==> src/rtl/program_loader.sv <==
// Byte-stream program loader: parses HDR/DATA/CSUM frames into RAM program-entry
// writes, holds the CPU in reset while loading and releases it on a good checksum.
module program_loader #(
  parameter int unsigned ADDR_W  = 4,
  parameter int unsigned DATA_W  = 8,
  parameter int unsigned TIMEOUT = 255
) (
  input  logic              clk,
  input  logic              reset,
  input  logic              start,
  input  logic [DATA_W-1:0] byte_in,
  input  logic              byte_valid,
  output logic              byte_ready,
  output logic              input_mode,
  output logic [ADDR_W-1:0] input_address,
  output logic [DATA_W-1:0] input_program,
  output logic              prog_we,
  output logic              cpu_reset,
  output logic              done,
  output logic              error
);

  localparam int unsigned LEN_W = DATA_W - ADDR_W;
  localparam int unsigned REM_W = LEN_W + 1;
  localparam int unsigned TMO_W = $clog2(TIMEOUT + 1);

  typedef enum logic [2:0] {
    S_IDLE, S_HDR, S_DATA, S_WRITE, S_CSUM, S_DONE
  } state_t;

  state_t              state_q, state_d;
  logic [ADDR_W-1:0]   addr_q, addr_d;
  logic [REM_W-1:0]    rem_q, rem_d;
  logic [DATA_W-1:0]   csum_q, csum_d;
  logic [TMO_W-1:0]    tmo_q, tmo_d;
  logic                byte_ready_q, byte_ready_d;
  logic                input_mode_q, input_mode_d;
  logic [ADDR_W-1:0]   input_address_q, input_address_d;
  logic [DATA_W-1:0]   input_program_q, input_program_d;
  logic                prog_we_q, prog_we_d;
  logic                cpu_reset_q, cpu_reset_d;
  logic                done_q, done_d;
  logic                error_q, error_d;

  logic                xfer;
  logic                busy;
  logic [DATA_W-1:0]   sum_c;

  assign xfer  = byte_valid & byte_ready_q;
  assign busy  = (state_q == S_HDR) || (state_q == S_DATA) || (state_q == S_CSUM);
  assign sum_c = csum_q + byte_in;

  always_ff @(posedge clk or negedge reset) begin
    if (!reset) begin
      state_q         <= S_IDLE;
      addr_q          <= '0;
      rem_q           <= '0;
      csum_q          <= '0;
      tmo_q           <= '0;
      byte_ready_q    <= 1'b0;
      input_mode_q    <= 1'b0;
      input_address_q <= '0;
      input_program_q <= '0;
      prog_we_q       <= 1'b0;
      cpu_reset_q     <= 1'b0;
      done_q          <= 1'b0;
      error_q         <= 1'b0;
    end else begin
      state_q         <= state_d;
      addr_q          <= addr_d;
      rem_q           <= rem_d;
      csum_q          <= csum_d;
      tmo_q           <= tmo_d;
      byte_ready_q    <= byte_ready_d;
      input_mode_q    <= input_mode_d;
      input_address_q <= input_address_d;
      input_program_q <= input_program_d;
      prog_we_q       <= prog_we_d;
      cpu_reset_q     <= cpu_reset_d;
      done_q          <= done_d;
      error_q         <= error_d;
    end
  end

  always_comb begin
    state_d         = state_q;
    addr_d          = addr_q;
    rem_d           = rem_q;
    csum_d          = csum_q;
    tmo_d           = tmo_q;
    input_mode_d    = input_mode_q;
    input_address_d = input_address_q;
    input_program_d = input_program_q;
    prog_we_d       = 1'b0;
    cpu_reset_d     = cpu_reset_q;
    done_d          = done_q;
    error_d         = error_q;

    unique case (state_q)
      S_IDLE, S_DONE: begin
        if (start) begin
          state_d      = S_HDR;
          error_d      = 1'b0;
          done_d       = 1'b0;
          cpu_reset_d  = 1'b0;
          input_mode_d = 1'b1;
          tmo_d        = '0;
        end
      end
      S_HDR: begin
        if (xfer) begin
          addr_d  = byte_in[DATA_W-1:LEN_W];
          rem_d   = REM_W'(byte_in[LEN_W-1:0]) + REM_W'(1);
          csum_d  = byte_in;
          tmo_d   = '0;
          state_d = S_DATA;
        end
      end
      S_DATA: begin
        if (xfer) begin
          input_program_d = byte_in;
          input_address_d = addr_q;
          csum_d          = sum_c;
          tmo_d           = '0;
          prog_we_d       = 1'b1;
          state_d         = S_WRITE;
        end
      end
      S_WRITE: begin
        addr_d  = addr_q + ADDR_W'(1);
        rem_d   = rem_q - REM_W'(1);
        state_d = (rem_q != REM_W'(1)) ? S_DATA : S_CSUM;
      end
      S_CSUM: begin
        if (xfer) begin
          tmo_d        = '0;
          input_mode_d = 1'b0;
          if (sum_c == '0) begin
            state_d     = S_DONE;
            done_d      = 1'b1;
            cpu_reset_d = 1'b1;
          end else begin
            state_d = S_IDLE;
            error_d = 1'b1;
          end
        end
      end
      default: state_d = S_IDLE;
    endcase

    // Idle gap inside a frame: abort once the gap reaches TIMEOUT cycles.
    if (busy && !xfer) begin
      tmo_d = tmo_q + TMO_W'(1);
      if (tmo_d == TMO_W'(TIMEOUT)) begin
        tmo_d        = '0;
        state_d      = S_IDLE;
        error_d      = 1'b1;
        cpu_reset_d  = 1'b0;
        input_mode_d = 1'b0;
      end
    end

    byte_ready_d = (state_d == S_HDR) || (state_d == S_DATA) || (state_d == S_CSUM);
  end

  assign byte_ready    = byte_ready_q;
  assign input_mode    = input_mode_q;
  assign input_address = input_address_q;
  assign input_program = input_program_q;
  assign prog_we       = prog_we_q;
  assign cpu_reset     = cpu_reset_q;
  assign done          = done_q;
  assign error         = error_q;

endmodule
==> config.mk <==
export PLATFORM = sky130hd
export DESIGN_NAME = program_loader
export DESIGN_NICKNAME = d
export VERILOG_FILES = /design/src/rtl/program_loader.sv
export SDC_FILE = /design/constraint.sdc
export NUM_CORES = 1
export LEC_CHECK = 0
export CAP_MARGIN = 10
export CELL_PAD_IN_SITES_DETAIL_PLACEMENT = 0
export CELL_PAD_IN_SITES_GLOBAL_PLACEMENT = 1
export CORE_MARGIN = 1.5
export CORE_UTILIZATION = 39
export DETAILED_ROUTE_END_ITERATION = 8
export HOLD_SLACK_MARGIN = 0.12
export PLACE_DENSITY_LB_ADDON = 0.15
export SLEW_MARGIN = 20
export SYNTH_ARGS = -nofsm -noshare
export SYNTH_HDL_FRONTEND = slang
export SYNTH_SLANG_ARGS = --single-unit
==> constraint.sdc <==
create_clock -name clk -period 2.1 [get_ports clk]
set_input_delay 0.42 -clock clk [delete_from_list [all_inputs] [get_ports clk]]
set_output_delay 0.42 -clock clk [all_outputs]
set_load 0.005 [all_outputs]
==> metrics, run 1 <==
via count of the routed design 2,571; most instantiated flip-flop cell in the synthesis netlist sky130_fd_sc_hd__dfrtp_1; number of nets produced by synthesis 336; r2r endpoint byte_ready; wire length on met3 165 microns; crit path time final 2.45 ns; TritonCTS clock tree yes; gpl congestion 0.899; width of the chip 88.5 microns; Clk pwr share 11.7%; MaxCap Viol Count 0; placed instance count 479; highest metal layer used by the detailed router met4; Sw Ratio 38.9%; initial antenna violation count 0; run status finished with violations; Worst VDD drop roughly 0.0005 V; total number of nets in the final design 420; most common cell in the synthesized netlist sky130_fd_sc_hd__dfrtp_1; Reg2Reg Launch Point csum_q[0]; first-pass GRT wire length 11,400 microns; post-detailed-route count of antenna-violating nets 0; maximum number of pins on one net before global-route repair 47; fraction of post-synthesis cell area in the top cell type by area approximately two fifths; unrepaired setup endpoints after global routing yes; H-Tree Depth 2; number of clock sinks seen by CTS between 40 and 50; sum of internal, switching and leakage power 5.06 mW; startpoint-to-endpoint class of the critical path reg2reg; instance area at placement 3660 sq um; number of buffers created by CTS 5; source-to-sink clock delay at the later pin of the worst-skew pair 0.31 ns; DRT met1 WL 3470 microns; xor and xnor area share after synthesis 3.38%; synthesized instance count 310; met2 wire length 3230 microns; global routing usage summed across all routing layers 18.6%; worst slew pin tran 0.592 ns; startpoint kind of the worst setup timing path flip-flop; flop2flop setup slack -0.35 ns; detail-routed net length per standard cell ~14 microns; failing checks setup timing; cell with the biggest individual delay on the critical path sky130_fd_sc_hd__dfrtp_1; number of vias per cell 5.24; antenna fix cells 0; cell internal pwr ~3 mW; Post-Synthesis Mean Instance Area 9.20 sq um; fraction of layout instances using a drive strength above 1 28.9%; area of the die 7840 sq um; number of search-and-repair iterations in the first detailed-routing pass 4; data arrival time of the critical path 2.67 ns; Post-Route Setup TNS -1.55 ns; Post-Syn Area 2850 sq um; Max Clock Freq 0.409 GHz; DPL Wire Length between 5000 and 6000 microns; Synth Area in Adders under 10%; Relative slew margins 60.6%; fraction of the mapped netlist area in simple logic gates about a fifth; Worst Path Max Fanout 5; number of warning messages in the yosys log 0; vertical extent of the die slightly below 90 microns; count of buffers from port buffering 29; slowest cell delay on critical path 0.42 ns; worst hold slack 0.188 ns; row count 30; Post-Place Setup Slack -1.03 ns; core box area 6940 sq um; fraction of the cycle the final worst path needs 117%; required time of the critical path approximately 2.3 ns; compound-gate portion of the synthesized area 19.4%; IO Count 30; clock-pin slew reported for the worst setup and hold paths after clock tree synthesis 0.09 ns; Seq pwr share 29.9%; final non-filler cell area 3940 sq um; cell type with the largest total area after synthesis sky130_fd_sc_hd__dfrtp_1; quantity of hold-fixing buffers added after cts 0; synth cell count leaders sky130_fd_sc_hd__dfrtp_1, sky130_fd_sc_hd__nand2_1, sky130_fd_sc_hd__nor2_1; Hold Violations, Final 0; share of the yosys chip area belonging to registers 40.4%; worst-case clock skew ~0.011 ns; final setup vio count 7; capturing element type of the critical path flip-flop; Leak Pwr 1.72 nW; wire length reported by the detailed router around 7000 microns; remaining routing DRC violations 0; distinct cell type count of the synthesized netlist 61; CP Cell Sequence ha_4 > inv_2 > fa_2 > nor2b_4 > o2111a_1 > a311oi_2 > nand4b_1 > nor3_4 > a41oi_2 > o32ai_2; Pwr Density between 1000 and 1500 nW/um^2; logic gate share of total power approximately three fifths; worst reg2reg path depth 10; effective utilization at floorplan between 40% and 50%; reported net switching power 1.97 mW; number of enable flip-flop cells after synthesis 0; dominant combinational cell family by area after synthesis simple AND/OR/NAND/NOR gates; register bit count reported by yosys 46; kind of path behind the tightest hold check in2async; utilization after layout 56.8%; top post-synthesis cells by area sky130_fd_sc_hd__dfrtp_1, sky130_fd_sc_hd__ha_1, sky130_fd_sc_hd__mux2_2; maximum root-to-sink buffer count 2; remaining global-route overflow 0; count of routing violations after the opening detailed-route iteration 107; non-filler cells, final about 500; mux cell area share after synthesis 6.89%; Fillers 635; Worst Setup Slack, final -0.347 ns; Area growth syn-to-layout 38.2%; vias in the first global route 2,411; cell at the root of the clock tree sky130_fd_sc_hd__clkbuf_8; share of flip-flops with an asynchronous set or reset after synthesis 100%; pins over their slew limit 0
-- critical path: cells and delay by family, from the launching register on --
kind / cells / cell delay, ns
AOI/OAI and AO/OA: 4 / 0.96
and+or+nand+nor: 3 / 0.55
DFF: 1 / 0.42
adders and majority gates: 2 / 0.39
buffers and inverters: 1 / 0.05
-- how the worst max path moves through the flow --
stage / from / cells after the start / slack, ns / endpoint
after global routing: csum_q[0] / 10 / -0.47 / byte_ready
after global placement: byte_in[0] / 11 / -0.94 / state_q[0]
after CTS: csum_q[0] / 10 / -0.35 / byte_ready
after floorplan: byte_in[0] / 10 / -0.21 / byte_ready
final: csum_q[0] / 10 / -0.35 / byte_ready
after detailed placement: byte_in[0] / 11 / -1.03 / byte_ready
-- registers in the layout (all words and copies together) (netlist names) --
name and count:
input_address 4, tmo_q 8, cpu_reset 1, input_mode 1
csum_q 8, error 1, addr_q 4, state_q 3
done 1, prog_we 1, input_program 8, byte_ready 1
rem_q 5
-- cell usage in the layout (no fill, tap or decap), drive strengths merged, types with 4 or more instances in the layout --
master and n:
mux2 13, clkbuf 5, nand3 8, a21oi 16, nand2b 6, nor2 24
a31oi 4, ha 13, inv 10, xnor2 8, o21ai 29, nand2 39
or2 4, dlygate4sd2 5, buf 61, nor3 4, clkdlybuf4s50 22, nor2b 7
mux2i 5, dfrtp 46
-- logic make-up (layout without fill, tap and decap cells) --
logic type,Yosys count,count (layout)
XOR/XNOR,11,11
AO/OA/AOI/OAI,84,84
multiplexers,18,18
flip-flops,46,46
buffers and inverters,22,107
adder cells (fa/ha/maj),14,14
AND/OR/NAND/NOR,115,115
-- per-layer routing --
metal	vias to the layer above	GRT usage, %
met3	9	2.89
met4	0	5.54
met2	34	29.9
li1	1288	-
met5	-	0
met1	1240	26.0
-- power groups by stage --
stage | sequential (mW) | combinational (mW) | clock [mW]
after floorplan | 1.44 | 1.50 | 0
after global placement | 1.50 | 2.61 | 0
after detailed placement | 1.52 | 2.64 | 0
after CTS | 1.50 | 2.74 | 0.615
after global routing | 1.57 | 3.25 | 0.636
final | 1.51 | 2.95 | 0.593
-- repair_timing --
action                                  4_1_cts  5_1_grt
pin swaps                                    10        7
gates cloned                                  0        1
setup buffers                                 1        2
gates resized for setup                      12       21
endpoints found under the setup margin        9       16
-- area by class of cell --
type	count	area, sq um	area share [%]
Multi-Input combinational cell	242	1780	45.1
Clock buffer	5	68.8	1.75
Inverter	9	33.8	0.857
Timing Repair Buffer	90	763	19.4
Sequential cell	46	1150	29.3
Tap cell	96	120	3.05
Clock inverter	3	23.8	0.603
Power figures use the tool's default switching activity.
==> run 2, diff against run 1 <==
--- a/config.mk
+++ b/config.mk
@@ -8,7 +8,7 @@
 export CAP_MARGIN = 10
 export CELL_PAD_IN_SITES_DETAIL_PLACEMENT = 0
 export CELL_PAD_IN_SITES_GLOBAL_PLACEMENT = 1
-export CORE_MARGIN = 1.5
+export CORE_MARGIN = 3
 export CORE_UTILIZATION = 39
 export DETAILED_ROUTE_END_ITERATION = 8
 export HOLD_SLACK_MARGIN = 0.12
==> metrics, run 2 (synthesis results as in run 1) <==
capturing element type of the critical path flip-flop; maximum number of pins on one net before global-route repair 22 (-53%); Max Clock Freq 0.405 GHz (-0.88%); sum of internal, switching and leakage power 5.04 mW (-0.41%); remaining routing DRC violations 0 (unchanged); antenna fix cells 0 (unchanged); remaining global-route overflow 0 (unchanged); commonest cells after routing, fill and taps aside sky130_fd_sc_hd__buf_4, sky130_fd_sc_hd__dfrtp_1, sky130_fd_sc_hd__nand2_1, sky130_fd_sc_hd__nor2_1, sky130_fd_sc_hd__clkdlybuf4s50_1; Area growth syn-to-layout 39.1%; worst-case clock skew 0.00432 ns (-0.00620 ns); Post-Place Setup Slack -1.02 ns (+0.00936 ns); number of vias per cell 5.19 (-0.80%); final setup vio count 7 (unchanged); Fillers 653 (+2.8%); number of clock sinks seen by CTS 46 (unchanged); vias in the first global route 2,594 (+7.6%); data arrival time of the critical path 2.68 ns (about the same); Relative slew margins 61.0% (+0.44 points); Pwr Density 1270 nW/um^2 (-1.1%); H-Tree Depth 2 (unchanged); Worst VDD drop 0.000628 V (+23%); crit path time final 2.47 ns (+0.0217 ns); area of the die 8380 sq um (+6.9%); count of routing violations after the opening detailed-route iteration 134 (+25%); logic gate share of total power 58.5% (+0.2 points); maximum root-to-sink buffer count 2 (unchanged); post-detailed-route count of antenna-violating nets 0 (unchanged); cell internal pwr 3.11 mW (+0.63%); Hold Violations, Final 0 (unchanged); area taken by flip-flops and latches 1150 sq um (-0.33%); TritonCTS clock tree yes; core box area 6940 sq um (unchanged); run status finished with violations; Leak Pwr 1.77 nW (+3.3%); source-to-sink clock delay at the later pin of the worst-skew pair 0.30 ns (about the same); Worst Setup Slack, final -0.369 ns (-0.0217 ns); number of buffers created by CTS 5 (unchanged); vertical extent of the die 91.5 microns (+3.4%); fraction of layout instances using a drive strength above 1 29.6% (+0.79 points); non-filler cells, final 494 (+0.61%); wire length reported by the detailed router 7130 microns (+2.4%); reported net switching power 1.93 mW (-2.0%); number of search-and-repair iterations in the first detailed-routing pass 4 (unchanged); Worst Path Max Fanout 5 (unchanged); global routing usage summed across all routing layers 17.7% (-0.90 points); worst slew pin tran 0.581 ns (-0.0111 ns); Post-Route Setup TNS -1.87 ns (-0.324 ns); failing checks setup timing; worst hold slack 0.500 ns (+0.312 ns); total number of nets in the final design 423 (+0.71%); row count 30 (unchanged); Multi-input gate area 1790 sq um (+0.70%); placed instance count 477 (-0.42%); effective utilization at floorplan 41.1% (unchanged); gpl congestion 0.951 (+5.7%); width of the chip 91.5 microns (+3.4%); Sw Ratio 38.3% (-0.64 points); DPL Wire Length 5350 microns (+5.5%); detail-routed net length per standard cell 14.4 microns (+1.8%); via count of the routed design 2,566 (-0.19%); IO Count 30 (unchanged); MaxCap Viol Count 0 (unchanged); first-pass GRT wire length 12,200 microns (+7.4%); Seq pwr share 30.2% (+0.3 points); initial antenna violation count 0 (unchanged); unrepaired setup endpoints after global routing yes; leading cell type in the layout, fill and taps excluded sky130_fd_sc_hd__buf_4; kind of path behind the tightest hold check reg2reg; required time of the critical path 2.31 ns (about the same); pins over their slew limit 0 (unchanged); startpoint kind of the worst setup timing path flip-flop; clock-pin slew reported for the worst setup and hold paths after clock tree synthesis 0.09 ns (about the same); startpoint-to-endpoint class of the critical path reg2reg; Clk pwr share 11.3% (-0.4 points); cell at the root of the clock tree sky130_fd_sc_hd__clkbuf_8; fraction of the cycle the final worst path needs 118% (+1.0 points); count of buffers from port buffering 29 (unchanged)
[run 2: cell count changes in the layout (fill, tap and decap cells not counted), sizes merged]
| cell | change |
|---|---|
| clkdlybuf4s15 | -1 |
| clkbuf | +1 |
| buf | +3 |
| clkinvlp | -1 |
| inv | -1 |
| clkinv | +1 |
| dlymetal6s2s | +1 |
| dlygate4sd3 | +1 |
| clkdlybuf4s50 | -1 |
[run 2: area by class of cell]
type / count / area share (%)
Clock buffer: 6 / 2.08
Sequential cell: 46 / 29.0
Timing Repair Buffer: 93 / 19.6
Tap cell: 96 / 3.03
Inverter: 9 / 0.851
Multi-Input combinational cell: 242 / 45.1
Clock inverter: 2 / 0.315
[run 2: per-layer routing]
layer  global-route usage (%)  part of all wire, %  up-vias
met2                     29.4                   47       40
li1                         -                    -     1288
met4                     3.89                 0.91        0
met3                     3.65                  3.0        8
met5                        0                    0        -
met1                     23.8                   50     1230
[run 2: power groups by stage]
stage / combinational [mW] / clock [mW] / sequential, mW
4_1_cts: 2.78 / 0.597 / 1.51
2_1_floorplan: 1.50 / 0 / 1.44
3_3_place_gp: 2.56 / 0 / 1.51
5_1_grt: 3.24 / 0.640 / 1.58
6_report: 2.95 / 0.569 / 1.52
3_5_place_dp: 2.59 / 0 / 1.52
[run 2: stage by stage]
| step | util (%) | cell area (sq um) |
|---|---|---|
| 2_1_floorplan | - | 2880 |
| 3_3_place_gp | 52.5 | 3640 |
| 3_5_place_dp | 52.5 | 3640 |
| 4_1_cts | 55.3 | 3840 |
| 5_1_grt | 57.1 | 3970 |
| 6_report | 57.1 | 3970 |
[run 2: critical path, stage by stage (launching register included)]
cell and delay (ns):
sky130_fd_sc_hd__dfrtp_1 0.41, sky130_fd_sc_hd__ha_4 0.15, sky130_fd_sc_hd__inv_2 0.03, sky130_fd_sc_hd__fa_2 0.36
sky130_fd_sc_hd__buf_6 0.13, sky130_fd_sc_hd__xnor2_1 0.12, sky130_fd_sc_hd__nor3b_1 0.22, sky130_fd_sc_hd__nand4b_1 0.22
sky130_fd_sc_hd__nor3_4 0.35, sky130_fd_sc_hd__a41oi_2 0.16, sky130_fd_sc_hd__o32ai_2 0.22
[run 2: final timing paths]
kind	from	to	cells past startpoint	slack [ns]
min in group asynchronous	reset	csum_q[4]	2	0.61
setup reg to reg	csum_q[0]	byte_ready	10	-0.37
setup / recovery	csum_q[0]	byte_ready	10	-0.37
hold reg to reg	rem_q[4]	rem_q[4]	1	0.50
max in group asynchronous	reset	tmo_q[5]	3	0.91
hold / removal	rem_q[4]	rem_q[4]	1	0.50
[run 2: repair_timing]
action,4_1_cts,5_1_grt
endpoints found under the hold margin,19,0
hold buffers,1,0
buffers inserted,4,4
pin swaps,12,11
resized for setup,19,19
endpoints found under the setup margin,9,18
